## config.mk

```make
export PLATFORM = sky130hd
export DESIGN_NAME = arb_client_queue
export DESIGN_NICKNAME = d
export VERILOG_FILES = /design/src/rtl/arb_pkg.sv /design/src/rtl/sync_fifo.sv /design/src/rtl/arb_client_queue.sv
export SDC_FILE = /design/constraint.sdc
export NUM_CORES = 2
export LEC_CHECK = 0
export CORE_MARGIN = 2
export CORE_UTILIZATION = 62
export CTS_BUF_LIST = sky130_fd_sc_hd__clkbuf_4
export CTS_CLUSTER_SIZE = 30
export DETAILED_ROUTE_END_ITERATION = 6
export GPL_TIMING_DRIVEN = 1
export HOLD_SLACK_MARGIN = 0.03
export PLACE_DENSITY_LB_ADDON = 0.05
export SYNTH_ARGS = -nofsm -noshare
export SYNTH_HDL_FRONTEND = slang
export SYNTH_SLANG_ARGS = --single-unit
```

## constraint.sdc

```tcl
create_clock -name clk -period 5.3 [get_ports clk]
set_input_delay 0.53 -clock clk [delete_from_list [all_inputs] [get_ports clk]]
set_output_delay 0.53 -clock clk [all_outputs]
set_load 0.01 [all_outputs]
```

## src/rtl/arb_pkg.sv

```systemverilog
// Shared types for the per-client request queue that feeds the ffs_arbiter.
package arb_pkg;

  localparam int CLIENTS_MAX = 16;
  localparam int ID_W        = 4;

  typedef logic [ID_W-1:0] client_id_t;

  // Output-buffer record at the default 32-bit payload width.
  typedef struct packed {
    client_id_t  client;
    logic [31:0] data;
  } out_entry_t;

  // Index of the set bit in a one-hot vector (all-zero input yields 0).
  function automatic client_id_t onehot_to_id(input logic [CLIENTS_MAX-1:0] oh);
    client_id_t id;
    id = '0;
    for (int i = 0; i < CLIENTS_MAX; i++) begin
      if (oh[i]) id = id | client_id_t'(i);
    end
    return id;
  endfunction

endpackage

```

## src/rtl/sync_fifo.sv

```systemverilog
// Synchronous FIFO with occupancy count and registered-memory head; DEPTH must be a power of two.
module sync_fifo #(
  parameter int WIDTH = 8,
  parameter int DEPTH = 4
) (
  input  logic                     clk,
  input  logic                     rst_n,
  input  logic                     push,
  input  logic [WIDTH-1:0]         push_data,
  input  logic                     pop,
  output logic [WIDTH-1:0]         head,
  output logic [$clog2(DEPTH):0]   cnt
);

  localparam int AW = $clog2(DEPTH);
  localparam logic [AW:0] FULL_CNT = (AW+1)'(DEPTH);

  logic [WIDTH-1:0] mem [DEPTH];
  logic [AW-1:0]    wr_ptr;
  logic [AW-1:0]    rd_ptr;
  logic             do_push;
  logic             do_pop;

  // Guard against over/underflow so an illegal request can never corrupt the pointers.
  assign do_push = push && (cnt != FULL_CNT);
  assign do_pop  = pop && (cnt != '0);
  assign head    = mem[rd_ptr];

  // NOTE: the storage array carries no reset; only pointers and count define validity.
  always_ff @(posedge clk) begin
    if (do_push) mem[wr_ptr] <= push_data;
  end

  always_ff @(posedge clk) begin
    if (!rst_n) begin
      wr_ptr <= '0;
      rd_ptr <= '0;
      cnt    <= '0;
    end else begin
      if (do_push) wr_ptr <= wr_ptr + AW'(1);
      if (do_pop)  rd_ptr <= rd_ptr + AW'(1);
      case ({do_push, do_pop})
        2'b10:   cnt <= cnt + (AW+1)'(1);
        2'b01:   cnt <= cnt - (AW+1)'(1);
        default: cnt <= cnt;
      endcase
    end
  end

endmodule

```

## src/rtl/arb_client_queue.sv

```systemverilog
// Per-client request queues feeding an external ffs_arbiter, plus a 2-entry output buffer.
// Define ARB_CLIENT_QUEUE_CHECK_EN to flag and drop illegal grants on the sticky err output.
module arb_client_queue
  import arb_pkg::*;
#(
  parameter int CLIENTS = 16,
  parameter int DATA_W  = 32,
  parameter int DEPTH   = 4
) (
  input  logic                      clk,
  input  logic                      rst_n,
  input  logic [CLIENTS-1:0]        in_vld,
  output logic [CLIENTS-1:0]        in_rdy,
  input  logic [CLIENTS*DATA_W-1:0] in_data,
  output logic [CLIENTS-1:0]        req,
  input  logic [CLIENTS-1:0]        gnt,
  output logic                      out_vld,
  input  logic                      out_rdy,
  output logic [DATA_W-1:0]         out_data,
  output logic [3:0]                out_client,
  output logic                      err
);

  localparam int CW = $clog2(DEPTH) + 1;
  localparam logic [CW-1:0] FULL_CNT = CW'(DEPTH);

  typedef struct packed {
    client_id_t        client;
    logic [DATA_W-1:0] data;
  } entry_t;

  logic [CW-1:0]      cnt  [CLIENTS];
  logic [DATA_W-1:0]  head [CLIENTS];
  logic [CLIENTS-1:0] nonempty;
  logic [CLIENTS-1:0] gnt_ok;
  logic [CLIENTS-1:0] pop;
  logic [1:0]         out_cnt;
  logic               any_gnt;
  logic               req_en;
  logic               out_push;
  logic               out_pop;
  entry_t             out_wr;
  entry_t             out_head;

  assign any_gnt = |gnt;
  // A grant already in flight must always find room in the output buffer.
  assign req_en  = (3'(out_cnt) + 3'(any_gnt)) <= 3'd1;

  for (genvar i = 0; i < CLIENTS; i++) begin : g_client
    assign nonempty[i] = (cnt[i] != '0);
    assign in_rdy[i]   = rst_n && (cnt[i] != FULL_CNT);
    assign req[i]      = rst_n && req_en && (cnt[i] > CW'(gnt[i]));

    sync_fifo #(
      .WIDTH (DATA_W),
      .DEPTH (DEPTH)
    ) u_queue (
      .clk       (clk),
      .rst_n     (rst_n),
      .push      (in_vld[i] && in_rdy[i]),
      .push_data (in_data[i*DATA_W +: DATA_W]),
      .pop       (pop[i]),
      .head      (head[i]),
      .cnt       (cnt[i])
    );
  end

`ifdef ARB_CLIENT_QUEUE_CHECK_EN
  logic gnt_bad;

  assign gnt_bad = any_gnt &&
                   (((gnt & (gnt - CLIENTS'(1))) != '0) ||
                    ((gnt & ~nonempty) != '0) ||
                    (out_cnt == 2'd2));
  assign gnt_ok  = gnt_bad ? '0 : gnt;

  always_ff @(posedge clk) begin
    if (!rst_n)       err <= 1'b0;
    else if (gnt_bad) err <= 1'b1;
  end
`else
  assign gnt_ok = gnt;
  assign err    = 1'b0;
`endif

  assign pop      = gnt_ok & nonempty;
  assign out_push = |pop;
  assign out_pop  = out_vld && out_rdy;

  // NOTE: every variable assigned in always_comb gets a default first, so no latch is inferred.
  always_comb begin
    out_wr        = '0;
    out_wr.client = onehot_to_id(CLIENTS_MAX'(pop));
    for (int i = 0; i < CLIENTS; i++) begin
      if (pop[i]) out_wr.data = out_wr.data | head[i];
    end
  end

  sync_fifo #(
    .WIDTH ($bits(entry_t)),
    .DEPTH (2)
  ) u_out_buf (
    .clk       (clk),
    .rst_n     (rst_n),
    .push      (out_push),
    .push_data (out_wr),
    .pop       (out_pop),
    .head      (out_head),
    .cnt       (out_cnt)
  );

  assign out_vld    = rst_n && (out_cnt != '0);
  assign out_data   = out_head.data;
  assign out_client = out_head.client;

endmodule
```

Word-level counts from Yosys, hierarchy flattened
Memory sizes are Yosys's and may differ from the RTL's. A register that Yosys moved wholly into a read port is not among the register bits.
Index checks and enable logic that the tools add are counted.
Widths: inputs -> output; s select.
{"block": "totals", "input_bits": 547, "n_memories": 17, "word_cells": 458, "ff_bits": 116, "ram_bits": 2120}
{"memory": "g_client[0].u_queue.mem", "words": 4, "word_bits": 32, "read_ports": 1, "rd_clocked_by_memory_dff": 1, "write_ports": 1, "line": "sync_fifo.sv:18", "source": "logic [WIDTH-1:0] mem [DEPTH];"}
{"memory": "g_client[10].u_queue.mem", "words": 4, "word_bits": 32, "read_ports": 1, "rd_clocked_by_memory_dff": 1, "write_ports": 1, "line": "sync_fifo.sv:18"}
{"memory": "g_client[11].u_queue.mem", "words": 4, "word_bits": 32, "read_ports": 1, "rd_clocked_by_memory_dff": 1, "write_ports": 1, "line": "sync_fifo.sv:18"}
{"memory": "g_client[12].u_queue.mem", "words": 4, "word_bits": 32, "read_ports": 1, "rd_clocked_by_memory_dff": 1, "write_ports": 1, "line": "sync_fifo.sv:18"}
{"memory": "g_client[13].u_queue.mem", "words": 4, "word_bits": 32, "read_ports": 1, "rd_clocked_by_memory_dff": 1, "write_ports": 1, "line": "sync_fifo.sv:18"}
{"memory": "g_client[14].u_queue.mem", "words": 4, "word_bits": 32, "read_ports": 1, "rd_clocked_by_memory_dff": 1, "write_ports": 1, "line": "sync_fifo.sv:18"}
{"memory": "+11 memories"}
{"block": "op_classes", "n_eq_ne": 51, "n_addsub": 69, "bitwise": 16, "magnitude_cmp": 17, "muxes": 116, "n_reduce_logical": 121}
{"op": "$mux 32", "n": 16}
{"op": "$or 32x32->32", "n": 15}
{"op": "$pmux 3 s2", "n": 16}
{"op": "$logic_and 1x1->1", "n": 85}
{"op": "$mux 2", "n": 34}
{"op": "$add 2x1->2 const B", "n": 33}
{"op": "$add 3x1->3 const B", "n": 16}
{"op": "$gt 3x1->1", "n": 16}
{"op": "$ne 3x3->1 const B", "n": 16}
{"op": "$reduce_bool 3->1", "n": 16}
{"op": "$sub 3x1->3 const B", "n": 16}
{"op": "$mux 1", "n": 37}
{"op": "$reduce_bool 2->1", "n": 18}
{"op": "$eq 2x1->1 const B", "n": 17}
{"op": "$eq 2x2->1 const B", "n": 17}
{"op": "$mux 4", "n": 8}
{"op": "$reduce_or 16->1", "n": 2}
{"op": "$and 16x16->16", "n": 1}
{"op": "$mux 3", "n": 4}
{"op": "$pmux 2 s2", "n": 1}
{"op": "$add 2x1->3", "n": 1}
{"op": "$le 3x1->1 const B", "n": 1}
{"op": "$add 1x1->1 const B", "n": 2}
{"op": "$ne 2x2->1 const B", "n": 1}
{"op": "$sub 2x1->2 const B", "n": 1}

Longest topological paths before layout
{"block": "depth", "word_depth": 33, "depth_mapped": 11}

By module
Synthesis repeated with hierarchy kept, for this count alone.
{"block": "unflattened", "hier_cells": 4527, "area_unflattened_um2": 92880.3}
{"mod": "sync_fifo (g_client[0].u_queue ...)", "area_each_um2": 5151.2, "cells_each": 217, "instances": 16}
{"mod": "arb_client_queue", "area_each_um2": 7639.8, "cells_each": 919, "instances": 1}
{"mod": "sync_fifo (u_out_buf)", "area_each_um2": 2821.5, "cells_each": 136, "instances": 1}

Worst setup path before layout
OpenSTA, ideal clock, no wires.
{"block": "synth_path", "kind": "input-to-reg", "start": "input port gnt[8]", "end": "memory u_out_buf.mem[0][0] (netlist name), enable pin", "path_stages": 5, "setup_time_ns": 0.433, "arrival_time_ns": 2.876, "path_buffers": 1, "t_required_ns": 4.867, "slack_ns": 1.991, "path_cell_list": "o31a_1 -> buf_2 -> nor4_1 -> a41oi_1 -> nor2b_1"}
{"block": "synth_via", "elab_chain_cells": 5}
{"item": "from (decl)", "line": "arb_client_queue.sv:16", "source": "input logic [CLIENTS-1:0] gnt,"}
{"item": "$and 16x16->16", "line": "arb_client_queue.sv:86", "source": "assign pop = gnt_ok & nonempty;"}
{"item": "$reduce_or 16->1", "line": "arb_client_queue.sv:87", "source": "assign out_push = |pop;"}
{"item": "$logic_and 1x1->1", "line": "sync_fifo.sv:25", "source": "assign do_push = push && (cnt != FULL_CNT);"}
{"item": "$mux 1", "line": "sync_fifo.sv:31", "source": "if (do_push) mem[wr_ptr] <= push_data;"}
{"item": "$mux 1 (implied by the code)", "line": "sync_fifo.sv:31"}
{"item": "to (decl)", "line": "sync_fifo.sv:18"}
Every way passes these cells.

Worst setup path after layout
{"block": "layout_path", "start": "register u_out_buf.cnt[0]", "end": "output port req[1]"}
{"block": "layout_via", "elab_chain_cells": 4}
{"item": "from (decl)", "line": "sync_fifo.sv:12", "source": "output logic [$clog2(DEPTH):0] cnt"}
{"item": "from (signal assigned)", "line": "sync_fifo.sv:43", "source": "2'b10: cnt <= cnt + (AW+1)'(1);"}
{"item": "from (signal assigned)", "line": "sync_fifo.sv:44", "source": "2'b01: cnt <= cnt - (AW+1)'(1);"}
{"item": "from (signal assigned)", "line": "sync_fifo.sv:45", "source": "default: cnt <= cnt;"}
{"item": "$add 2x1->3", "line": "arb_client_queue.sv:47", "source": "assign req_en = (3'(out_cnt) + 3'(any_gnt)) <= 3'd1;"}
{"item": "$le 3x1->1", "line": "arb_client_queue.sv:47"}
{"item": "$logic_and 1x1->1 (2 in series)", "line": "arb_client_queue.sv:52", "source": "assign req[i] = rst_n && req_en && (cnt[i] > CW'(gnt[i]));"}
{"item": "to (decl)", "line": "arb_client_queue.sv:15", "source": "output logic [CLIENTS-1:0] req,"}
Every way passes these cells.

==> results.py <==
metrics = {
    "clock_network": {
        "cts_htree_levels": 6,
        "clock_sinks": 2269,
        "cts_setup_buffers": 0,
        "clockRootBuffer": "clkbuf_4",
        "cts-buffers-inserted": 579,
        "cts_tree": "yes",
        "clkLatencyLatePin_ns": 1.34,
        "ctsLongestPathBuffers": 4,
        "cts_repair_resize_count": 0,
        "path_clk_slew_ns": 0.07,
        "hold_buffers": 519,
    },
    "floorplanning": {
        "floorplan.core_area_um2": 141400,
        "die_x_um": 381.3,
        "io_count": 617,
        "placementRows": 138,
        "initial_core_util_pct": 62.40,
        "die_area_um2": 145400,
        "die_y_um": 381.3,
    },
    "sta": {
        "rsz0062_at_grt": "false",
        "fin_worst_skew_ns": 0.08121,
        "worst_slew_pin_slew_ns": 1.190,
        "finalWorstPathRequiredPeriod_ns": 4.098,
        "timing.final.setup_violations": 0,
        "layout_worst_path_cycle_share_pct": 77.33,
        "tns_ns": 0,
        "holdWs_ns": 0.1567,
        "max_freq_ghz": 0.2440,
        "finalMaxSlewViolations": 0,
        "slew-limit-headroom_pct": 20.48,
        "hold_violations": 0,
    },
    "global_route": {
        "grt-busiest-layer": "met2",
        "met3_usage_pct": 11.57,
        "grt.overflow.total": 0,
        "met1_usage_pct": 47.71,
        "grt_pass1_vias": 49700,
        "wire_length_of_the_first_global_routing_pass_mm": 356.4,
        "grt_start_max_net_pins": 54,
        "overall_routing_resource_usage_pct": 35.52,
        "grt_antenna_before_repair": 87,
        "groute.layer.met2.usage_pct": 54.35,
    },
    "synthesis": {
        "netlist_instances": 4103,
        "synth_compound_area_share_pct": 3.277,
        "post_synthesis_share_of_cell_area_spent_on_full_adders_half_adders_and_majority_gates_pct": 1.781,
        "yosys.area_share.simple_pct": 2.454,
        "yosysSeqAreaShare_pct": 75.52,
        "synthFlopType": "edfxtp_1",
        "synth_enable_flop_cells": 2120,
        "main_combinational_cell_family_by_area_after_synthesis": "multiplexers",
        "mappedNetlistArea_um2": 88240,
        "synth_fp_nets": 4766,
        "synth_mux_area_share_pct": 13.97,
        "synth_cell_type_count": 36,
        "yosys_reg_bits": 2269,
        "synth-async-reset-ratio_pct": 0,
        "avgSynthCellArea_um2": 21.51,
        "yosysWarningCount": 0,
        "synth-xor-area-share_pct": 0.8238,
    },
    "critical_path": {
        "critPathArrivalTime_ns": 3.57,
        "critical_path_maximum_fanout": 16,
        "critical_path_class": "flop to output port",
        "crit_path_start_kind": "flop",
        "cp.required_ns": 4.77,
        "worst_setup_path_end_kind": "output port",
    },
    "detailed_routing": {
        "initialDrtViolationCount": 6380,
        "totalWireLength_mm": 257.3,
        "drtAntennaViolNets": 0,
        "dr_total_vias": 50030,
        "avgRoutedWirePerCell_um": 31.92,
        "drc_errors": 0,
        "pre_antenna_drt_iters": 6,
        "detail_route.vias_per_cell": 6.205,
    },
    "finish": {
        "mostFrequentLayoutCells": "edfxtp_1, clkbuf_4, clkdlybuf4s50_1",
        "layout.cells.most_common": "edfxtp_1",
        "layout.cells.non_filler": 8062,
        "post-route-util_pct": 76.60,
        "syn2layout_area_growth_pct": 22.75,
        "finalNetCount": 6368,
        "drive_gt1_share_pct": 24.12,
    },
    "job": {
        "max_cap_violations": 0,
    },
    "place": {
        "post-place-cells": 6495,
        "buffer_ports.inserted": 615,
        "gp_congestion": 0.9757,
        "detailed_place_hpwl_mm": 178.0,
    },
    "pwr": {
        "powerDensity_nw_per_um2": 463.2,
        "peakVddDrop_uv": 336.3,
        "total_power_uw": 50180,
        "leakage_power_figure_uw": 0.03556,
    },
    "worst_hold_path": {
        "hold_class": "primary input to flop",
    },
    "status": {
        "outcome": "complete, no violations",
    },
}
## flip-flops by register name, indices dropped and copies added (netlist names), named ones only
signal and cells:
g_client.u_queue.cnt 48, g_client.u_queue.mem 2048, g_client.u_queue.rd_ptr 32, g_client.u_queue.wr_ptr 32, u_out_buf.cnt 2, u_out_buf.mem 72, u_out_buf.rd_ptr 1, u_out_buf.wr_ptr 1
## routing by layer
layer | up-vias | wire length, um
met5 | - | 241
li1 | 20710 | -
met2 | 3312 | 121300
met1 | 25420 | 91880
met4 | 40 | 11090
met3 | 552 | 32780
## Yosys cell counts, types with 25 or more instances
cell type	n	area, um2
o21ai_0	49	245.2
xor2_1	32	280.3
buf_6	52	585.6
nand2_1	69	259.0
mux4_2	412	9279
inv_1	115	431.7
a22oi_1	256	1922
o31a_1	48	420.4
clkbuf_1	44	165.2
buf_4	25	187.7
mux2_2	36	405.4
buf_1	43	161.4
or2_1	32	200.2
and2_1	163	1020
ha_1	100	1251
nand4_1	65	406.6
mux4_1	100	2628
xnor2_1	51	446.7
dfxtp_1	149	2983
edfxtp_1	2120	63660
## stage by stage
step | instance area, um2 | worst slack (ns)
floorplan | 88240 | 1.991
global placement | 96040 | 1.408
detailed placement | 96040 | 1.419
CTS | 108100 | 1.146
global route | 108300 | 0.9520
finish | 108300 | 1.202
## power by group
part / leakage (uW) / total (uW) / switching [uW] / internal (uW)
registers: 0.0205 / 22700 / 1350 / 21300
logic: 0.0109 / 13300 / 7890 / 5410
clock network: 0.00417 / 14200 / 6810 / 7400
total: 0.0356 / 50200 / 16000 / 34100
## cell type report
| class | instances | area [um2] |
|---|---|---|
| Sequential cell | 2269 | 66670 |
| Timing Repair Buffer | 1222 | 12010 |
| Inverter | 115 | 431.7 |
| Clock buffer | 842 | 6321 |
| Antenna cell | 74 | 185.2 |
| Tap cell | 1890 | 2365 |
| Multi-Input combinational cell | 1518 | 19760 |
| Fill cell | 8024 | 33090 |
| Clock inverter | 132 | 583.1 |
## kinds of logic after synthesis
kind of cell,Yosys count
mux,550
simple gates,380
compound gates,388
fa+ha+maj,116
xor+xnor,83
buf+inv,316
other cells,1
flops,2269
## path summary, 6_finish.rpt
path,from,end,slack [ns],depth (start not counted)
worst min-delay path,in_vld[9],g_client[9].u_queue.wr_ptr[0],0.16,4
worst max register to register,flop,u_out_buf.mem[0][19],1.74,5
worst max-delay path,u_out_buf.cnt[0],req[1],1.20,9
worst min register to register,g_client[7].u_queue.wr_ptr[1],g_client[7].u_queue.wr_ptr[1],0.51,2
## critical path: stages, from the launching register on
cell and delay, ns:
dfxtp_1 0.48, ha_1 0.22, inv_1 0.05, ha_1 0.27
nor2_1 0.12, mux2i_1 0.08, nor2b_1 0.11, buf_4 0.23
o31a_1 0.18, clkdlybuf4s50_1 0.54
(Power assumes the default switching activity.)
